--- src/rtl/bit_index_encoder_pkg.sv ---
// Shared constants, FSM state type and width helper for the bit-index encoder.
package bit_index_encoder_pkg;

  localparam int MODE_ONEHOT = 0;
  localparam int MODE_ENUM   = 1;

  typedef enum logic {
    IDLE = 1'b0,
    BUSY = 1'b1
  } state_e;

  // Index width for an N-bit vector; callers guarantee value >= 2.
  function automatic int clog2(input int value);
    int result;
    int v;
    result = 0;
    v      = value - 1;
    while (v > 0) begin
      result++;
      v = v >> 1;
    end
    return result;
  endfunction

endpackage

--- src/rtl/bit_index_encoder_if.sv ---
// Request-vector input channel and index output channel of the bit-index encoder.
interface bit_index_encoder_if
  import bit_index_encoder_pkg::*;
#(
  parameter int N = 8
) ();

  localparam int W = clog2(N);

  logic         in_valid;
  logic         in_ready;
  logic [N-1:0] in_vec;
  logic         out_valid;
  logic         out_ready;
  logic [W-1:0] out_idx;
  logic         out_last;
  logic         out_err;

  modport slave (
    input  in_valid, in_vec, out_ready,
    output in_ready, out_valid, out_idx, out_last, out_err
  );

  modport master (
    output in_valid, in_vec, out_ready,
    input  in_ready, out_valid, out_idx, out_last, out_err
  );

endinterface

--- src/rtl/bit_index_encoder_prio_enc.sv ---
// Combinational priority encoder: index of the highest-priority set bit plus
// any/multi occupancy flags. idx is 0 when no bit is set.
module prio_enc
  import bit_index_encoder_pkg::*;
#(
  parameter  int N         = 8,
  parameter  int MSB_FIRST = 0,
  localparam int W         = clog2(N)
) (
  input  logic [N-1:0] vec,
  output logic [W-1:0] idx,
  output logic         any,
  output logic         multi
);

  always_comb begin
    // NOTE: every always_comb output gets a default first so no path leaves it unassigned (no latch).
    idx = '0;
    // The last hit in scan order wins, so scan towards the priority end.
    if (MSB_FIRST != 0) begin
      for (int i = 0; i < N; i++) begin
        if (vec[i]) idx = W'(i);
      end
    end else begin
      for (int i = N - 1; i >= 0; i--) begin
        if (vec[i]) idx = W'(i);
      end
    end
  end

  // Clearing the lowest set bit leaves something only if two or more were set.
  assign any   = |vec;
  assign multi = |(vec & (vec - N'(1)));

endmodule

--- src/rtl/bit_index_encoder.sv ---
// Handshaked bit-index encoder: one beat per vector (one-hot check) or one beat
// per set bit (enumeration), with zero-bubble back-to-back vector acceptance.
module bit_index_encoder
  import bit_index_encoder_pkg::*;
#(
  parameter int N         = 8,
  parameter int MODE      = MODE_ONEHOT,
  parameter int MSB_FIRST = 0
) (
  input logic                 clk,
  input logic                 rst_n,
  bit_index_encoder_if.slave  bus
);

  localparam int W = clog2(N);

  state_e       state_q, state_d;
  logic [N-1:0] pending_q, pending_d;

  logic [W-1:0] pe_idx;
  logic         pe_any;
  logic         pe_multi;

  logic         out_valid;
  logic         out_last;
  logic         out_err;
  logic         out_hs;
  logic         in_ready;
  logic         accept;
  logic [N-1:0] clear_mask;

  prio_enc #(
    .N         (N),
    .MSB_FIRST (MSB_FIRST)
  ) u_prio_enc (
    .vec   (pending_q),
    .idx   (pe_idx),
    .any   (pe_any),
    .multi (pe_multi)
  );

  // Outputs are gated by rst_n so nothing is presented while reset is asserted.
  always_comb begin
    out_valid = rst_n && (state_q == BUSY);
    out_last  = 1'b0;
    out_err   = 1'b0;
    if (out_valid) begin
      if (MODE == MODE_ENUM) begin
        out_last = !pe_multi;
        out_err  = !pe_any;
      end else begin
        out_last = 1'b1;
        out_err  = !pe_any || pe_multi;
      end
    end
  end

  // in_ready depends combinationally on out_ready to allow a new vector on the last beat.
  assign out_hs     = out_valid && bus.out_ready;
  assign in_ready   = rst_n && ((state_q == IDLE) || (out_hs && out_last));
  assign accept     = bus.in_valid && in_ready;
  assign clear_mask = N'(1) << pe_idx;

  always_comb begin
    state_d   = state_q;
    pending_d = pending_q;
    if (out_hs) begin
      pending_d = pending_q & ~clear_mask;
      if (out_last) state_d = IDLE;
    end
    // A vector accepted on the final handshake overrides the return to IDLE.
    if (accept) begin
      state_d   = BUSY;
      pending_d = bus.in_vec;
    end
  end

  always_ff @(posedge clk) begin
    // NOTE: sequential state uses non-blocking assignments so all flops update from pre-edge values.
    if (!rst_n) begin
      state_q   <= IDLE;
      pending_q <= '0;
    end else begin
      state_q   <= state_d;
      pending_q <= pending_d;
    end
  end

  assign bus.in_ready  = in_ready;
  assign bus.out_valid = out_valid;
  assign bus.out_idx   = out_valid ? pe_idx : '0;
  assign bus.out_last  = out_last;
  assign bus.out_err   = out_err;

endmodule

--- src/flat_wrapper.sv ---
// flat-port wrapper written by rule: the top's interface ports become plain ports
module bit_index_encoder_flat import bit_index_encoder_pkg::*;
#(
  parameter int N         = 8,
  parameter int MODE      = MODE_ONEHOT,
  parameter int MSB_FIRST = 0
)
  (clk, rst_n, bus_in_valid, bus_in_vec, bus_out_ready, bus_in_ready, bus_out_valid, bus_out_idx, bus_out_last, bus_out_err);
  bit_index_encoder_if #(.N(N)) bus_i ();
  input logic clk;
  input logic rst_n;
  input wire logic [$bits(bus_i.in_valid)-1:0] bus_in_valid;
  input wire logic [$bits(bus_i.in_vec)-1:0] bus_in_vec;
  input wire logic [$bits(bus_i.out_ready)-1:0] bus_out_ready;
  output wire logic [$bits(bus_i.in_ready)-1:0] bus_in_ready;
  output wire logic [$bits(bus_i.out_valid)-1:0] bus_out_valid;
  output wire logic [$bits(bus_i.out_idx)-1:0] bus_out_idx;
  output wire logic [$bits(bus_i.out_last)-1:0] bus_out_last;
  output wire logic [$bits(bus_i.out_err)-1:0] bus_out_err;
  assign bus_i.in_valid = bus_in_valid;
  assign bus_i.in_vec = bus_in_vec;
  assign bus_i.out_ready = bus_out_ready;
  assign bus_in_ready = bus_i.in_ready;
  assign bus_out_valid = bus_i.out_valid;
  assign bus_out_idx = bus_i.out_idx;
  assign bus_out_last = bus_i.out_last;
  assign bus_out_err = bus_i.out_err;
  bit_index_encoder #(.N(N), .MODE(MODE), .MSB_FIRST(MSB_FIRST)) u_core (.clk(clk), .rst_n(rst_n), .bus(bus_i));
endmodule
--- config.mk ---
export PLATFORM = sky130hd
export DESIGN_NAME = bit_index_encoder_flat
export DESIGN_NICKNAME = d
export VERILOG_FILES = /design/src/rtl/bit_index_encoder_pkg.sv /design/src/rtl/bit_index_encoder_if.sv /design/src/rtl/bit_index_encoder_prio_enc.sv /design/src/rtl/bit_index_encoder.sv /design/src/flat_wrapper.sv
export SDC_FILE = /design/constraint.sdc
export NUM_CORES = 1
export LEC_CHECK = 0
export ABC_AREA = 1
export BUFFER_PORTS_ARGS = -buffer_cell sky130_fd_sc_hd__buf_2
export CORE_MARGIN = 1.5
export CORE_UTILIZATION = 44
export DETAILED_ROUTE_END_ITERATION = 10
export PLACE_DENSITY = 0.81
export SKIP_CTS_REPAIR_TIMING = 1
export SYNTH_ARGS = -nofsm -noshare
export SYNTH_HDL_FRONTEND = slang
export SYNTH_SLANG_ARGS = --single-unit
--- constraint.sdc ---
create_clock -name clk -period 1.1 [get_ports clk]
set_input_delay 0.11 -clock clk [delete_from_list [all_inputs] [get_ports clk]]
set_output_delay 0.11 -clock clk [all_outputs]
set_load 0.01 [all_outputs]
## After elaboration in Yosys (flattened, before gate mapping)

Index checks and enable logic that the tools add are counted.

| word-level totals | value |
|---|---|
| word-level logic and storage cells | 37 |
| input port bits | 12 |
| register bits | 9 |
| output and inout bits | 7 |

| operators by class | value |
|---|---|
| shift operators | 1 |
| reduce and logical (&&, ||, !) cells | 13 |
| muxes and demuxes | 16 |
| add/subtract/negate cells | 1 |
| bitwise operators | 4 |

Operator list:

| operator | count |
|---|---|
| $mux 3 | 9 |
| $and 8x8->8 | 2 |
| $mux 8 | 2 |
| $reduce_or 8->1 | 2 |
| $not 8->8 | 1 |
| $shl 1x3->8 const A | 1 |
| $sub 8x1->8 const B | 1 |
| $logic_and 1x1->1 | 5 |
| $mux 1 | 5 |
| $reduce_bool 2->1 | 2 |
| $logic_or 1x1->1 | 2 |
| $reduce_and 2->1 | 1 |
| $logic_not 1->1 | 1 |
| $not 1->1 | 1 |

## Longest topological paths before layout

| depth | value |
|---|---|
| word-level depth | 13 |
| gate-level depth with buffers | 8 |
| gate-level depth less buffers | 8 |

## By module

A second synthesis with hierarchy kept.

| second synthesis, totals | value |
|---|---|
| cell total of the unflattened synthesis | 127 |
| area, all modules | 732.0 um^2 |

By module, submodules not included:

| module | instances | sequential area each (um^2) | cells an instance | area each (um^2) |
|---|---|---|---|---|
| bit_index_encoder | 1 | 180.2 | 83 | 540.5 |
| prio_enc | 1 | 0.0 | 44 | 191.4 |

## Worst setup path after synthesis

No wires, ideal clock.

| timing path | value |
|---|---|
| kind | reg-to-reg |
| start point | register u_core.state_q |
| end point | register u_core.pending_q[4] |
| stages on the path, launching flop included | 8 |
| period minus slack after synthesis | 1.189 ns |
| data required time | 0.980 ns |
| buffers on the path | 1 |
| setup time | 0.120 ns |
| path slack | -0.089 ns |
| arrival | 1.069 ns |
| path through | dfxtp_1 a21oi_4 nand2_4 buf_6 nand2_1 nand2_1 nand2_1 a21oi_1 |

| between the ends | value |
|---|---|
| cells in the longest elaborated chain, start to end | 7 |
| elaborated cells between the ends (all ways) | 10 |
| those cells by class | 2 x mux; 1 x bitwise; 7 x reduce/logical |

Ends and longest elaborated chain:

| element | RTL line | text |
|---|---|---|
| start, declared | bit_index_encoder.sv:17 | `state_e state_q, state_d;` |
| start signal, assigned | bit_index_encoder.sv:84 | `state_q <= state_d;` |
| $logic_and 1x1->1 | bit_index_encoder.sv:44 | `out_valid = rst_n && (state_q == BUSY);` |
| $mux 1 / $logic_and 1x1->1 (equally long branches) | bit_index_encoder.sv:47, bit_index_encoder.sv:59 |  |
| $logic_and 1x1->1 | bit_index_encoder.sv:60 | `assign in_ready = rst_n && ((state_q == IDLE) \|\| (out_hs && out_last));` |
| $logic_or 1x1->1 (*) | bit_index_encoder.sv:60 |  |
| $logic_and 1x1->1 (*) | bit_index_encoder.sv:60 |  |
| net bus_in_ready | flat_wrapper.sv:15 | `output wire logic [$bits(bus_i.in_ready)-1:0] bus_in_ready;` |
| $logic_and 1x1->1 (*) | bit_index_encoder.sv:61 | `assign accept = bus.in_valid && in_ready;` |
| $mux 8 / $reduce_bool 2->1 (equally long branches) | n/a |  |
| end signal, assigned | bit_index_encoder.sv:85 | `pending_q <= pending_d;` |
| end, declared | bit_index_encoder.sv:18 | `logic [N-1:0] pending_q, pending_d;` |

Mark *: on every way through the listed nets, which the timed path passes. The rest lies on a longest branch.
A chain may end at the register's enable or synchronous reset.

## Final worst setup path

| timing path | value |
|---|---|
| start point | register u_core.pending_q[3] |
| end point | output bus_out_err |

| between the ends | value |
|---|---|
| cells in the longest elaborated chain, start to end | 5 |
| elaborated cells between the ends (all ways) | 7 |
| those cells by class | 1 x add/sub; 1 x mux; 1 x bitwise; 4 x reduce/logical |

Ends and longest elaborated chain:

| element | RTL line | text |
|---|---|---|
| $sub 8x1->8 | bit_index_encoder_prio_enc.sv:33 | `assign multi = \|(vec & (vec - N'(1)));` |
| $and 8x8->8 | bit_index_encoder_prio_enc.sv:33 |  |
| $reduce_or 8->1 | bit_index_encoder_prio_enc.sv:33 |  |
| $logic_or 1x1->1 (*) | bit_index_encoder.sv:53 | `out_err = !pe_any \|\| pe_multi;` |
| $mux 1 (*) | bit_index_encoder.sv:47 | `if (out_valid) begin` |
| end, declared | flat_wrapper.sv:19 | `output wire logic [$bits(bus_i.out_err)-1:0] bus_out_err;` |

Every way passes the cells marked *; elsewhere a longest branch is shown, timed or not.

==> results.py <==
metrics = {
    "outcome": {
        "status": "complete, but fails checks",
        "violations": "negative setup slack",
    },
    "route": {
        "wl_per_cell_um": 15.5,
        "vias": 980,
        "drt_pass1_iterations": 5,
        "vias_per_cell": 5.80,
        "drtAntennaViolNets": 0,
        "drc": 0,
        "drt_iter0_drc": 61,
        "totalWireLength_um": 2630,
    },
    "clocking": {
        "clock-sinks": 9,
        "cts_max_level": 1,
        "cts_buffers": 3,
        "clockBufferDepth": 2,
        "cts_root_buf": "clkbuf_4",
        "cts_tree": "built",
        "clk_latency_ps": 260,
        "clkTransAtPathRegs_ps": 70,
    },
    "logic_synthesis": {
        "ys_warn_count": 0,
        "syn-mean-instance-area_um2": 6.01,
        "ys_types": 16,
        "ys_ff_latch": 9,
        "synth_nets": 122,
        "synth_area_um2": 661,
        "synthCells": 110,
        "yosysSeqAreaShare_pct": 27.3,
    },
    "grt": {
        "overflow": 0,
        "antenna_found_initial": 0,
        "grt_pass1_vias": 782,
        "grt_first_pass_wirelength_um": 3310,
        "gr-usage-all-layers_pct": 24.4,
        "grt_max_degree": 18,
    },
    "power_and_ir_drop": {
        "power.leakage_nw": 0.553,
        "pwr-share-clk_pct": 28.9,
        "ir_drop_v": 0.000804,
        "power_frac_seq_pct": 37.8,
        "p_per_area_nw_per_um2": 855,
        "power.switching_mw": 0.316,
        "p_total_mw": 0.933,
        "internal-power_mw": 0.617,
        "p_sw_share_pct": 33.8,
        "combPwrFrac_pct": 33.3,
    },
    "worst_setup_path": {
        "start_kind": "flop",
        "cp.required_ps": 990,
        "cp-end-kind": "output pin",
        "cp_cell_sequence": "nor2_4 > buf_4 > nand3_2 > o21ai_1 > nand2_1 > nor2_2 > nor2_2 > buf_2",
        "worst_path_most_repeated_cell": "nor2_2",
        "slowest_delay_ps": 340,
        "crit_path_max_fanout": 2,
        "worstSetupPathType": "reg2out",
        "crit_start": "u_core.pending_q[3]",
        "rr_startpoint": "u_core.state_q",
        "arrival_ps": 1470,
        "critical-path-slowest-cell": "dfxtp_2",
    },
    "floorplan": {
        "die_height_um": 41.8,
        "dieWidth_um": 41.8,
        "coreArea_um2": 1350,
        "start_util_pct": 48.9,
        "std_cell_rows": 13,
        "die-area_um2": 1740,
        "io_pins": 19,
    },
    "finish": {
        "drive_above_1_share_pct": 55.2,
        "final_common_cell": "nand2_1",
        "area_delta_synth_final_pct": 65.2,
        "final_cell_mix": "22 x nand2_1, 20 x buf_4, 19 x nand3_1, 17 x buf_2, 12 x a21oi_1",
        "n_antenna_cell": 0,
        "nets": 167,
    },
    "hold_path": {
        "hold_class": "in2reg",
        "hold_path_startpoint": "rst_n",
    },
    "sta": {
        "worst_slack_ps": -479,
        "fin_skew_ps": 4.95,
        "slew_headroom_pct": 86.1,
        "setup_viol": 13,
        "maxSlewViolCount": 0,
        "post-route-period-util_pct": 144,
        "max_clock_freq_ghz": 0.633,
        "grt_setup_unrepaired": "yes",
        "worst_pin_slew_ps": 206,
        "setup_tns_ps": -2330,
        "fin_crit_ps": 1580,
        "hold_viol": 0,
    },
    "placed_design": {
        "port_buffers": 18,
        "gp_congestion": 0.868,
        "hpwl_um": 1490,
    },
    "flow_run": {
        "cap_viol_max_count": 0,
    },
}
-- cells by family (layout without fill, tap and decap cells) --
family | after synthesis | count (layout) | share of synthesized area [%]
DFF | 9 | 9 | 27.3
AOI/OAI and AO/OA | 21 | 21 | 18.0
and+or+nand+nor | 65 | 65 | 44.3
buffers and inverters | 15 | 59 | 10.4
-- synthesized netlist by cell type (all sizes together) --
| master | count | share of area, % |
|---|---|---|
| dfxtp | 9 | 27 |
| nor3 | 2 | 1.5 |
| buf | 3 | 3.6 |
| nor2 | 12 | 6.8 |
| o21ai | 5 | 3.8 |
| a22oi | 1 | 1.1 |
| a21oi | 15 | 13 |
| inv | 12 | 6.8 |
| nand3 | 23 | 17 |
| nand2 | 28 | 19 |
-- through the flow --
stage / hold slack (ps) / instances / utilization (%) / setup slack (ps) / area [µm²]
after floorplan: 248 / 110 / - / -44.2 / 669
final: 106 / 169 / 80.8 / -479 / 1090
after global placement: 386 / 163 / 68.7 / -139 / 927
after detailed placement: 386 / 163 / 68.7 / -243 / 927
after CTS: 114 / 167 / 70.6 / -541 / 953
after global routing: 128 / 169 / 80.8 / -582 / 1090
-- worst paths after layout --
check | to | slack, ps | depth (start not counted)
max | bus_out_err | -480 | 8
min | u_core.pending_q[0] | 110 | 3
min reg2reg | u_core.pending_q[4] | 550 | 2
max reg2reg | u_core.pending_q[6] | -150 | 7
-- layout make-up --
type	instances	area (µm²)
flip-flops and latches	9	194
multi-input cells	86	499
fillers	84	259
inverters	12	50.0
well taps	15	18.8
clock buffers	4	26.3
repair buffers	43	303
-- critical path, delay by kind of cell, from the launching register on --
kind | cells | cell delay (ps)
buf+inv | 2 | 260
compound gates | 1 | 130
flops | 1 | 340
simple gates | 5 | 480
-- state kept, by name, indices dropped and copies added (netlist names) --
name              cells
u_core.pending_q      8
u_core.state_q        1
-- power groups by stage --
stage / sequential, mW / clock [mW] / combinational, mW
2_1_floorplan: 0.355 / 0 / 0.128
3_3_place_gp: 0.354 / 0 / 0.231
3_5_place_dp: 0.355 / 0 / 0.240
4_1_cts: 0.348 / 0.260 / 0.241
5_1_grt: 0.353 / 0.290 / 0.336
6_report: 0.352 / 0.270 / 0.311
-- layer usage --
metal / vias up / global-route usage, % / wire length [µm]
li1: 456 / - / -
met2: 63 / 42.8 / 1320
met3: 12 / 3.91 / 187
met1: 449 / 28.6 / 1030
met5: - / 0 / 0
met4: 0 / 11.6 / 85
No activity file was read; power rests on OpenSTA's default activity.
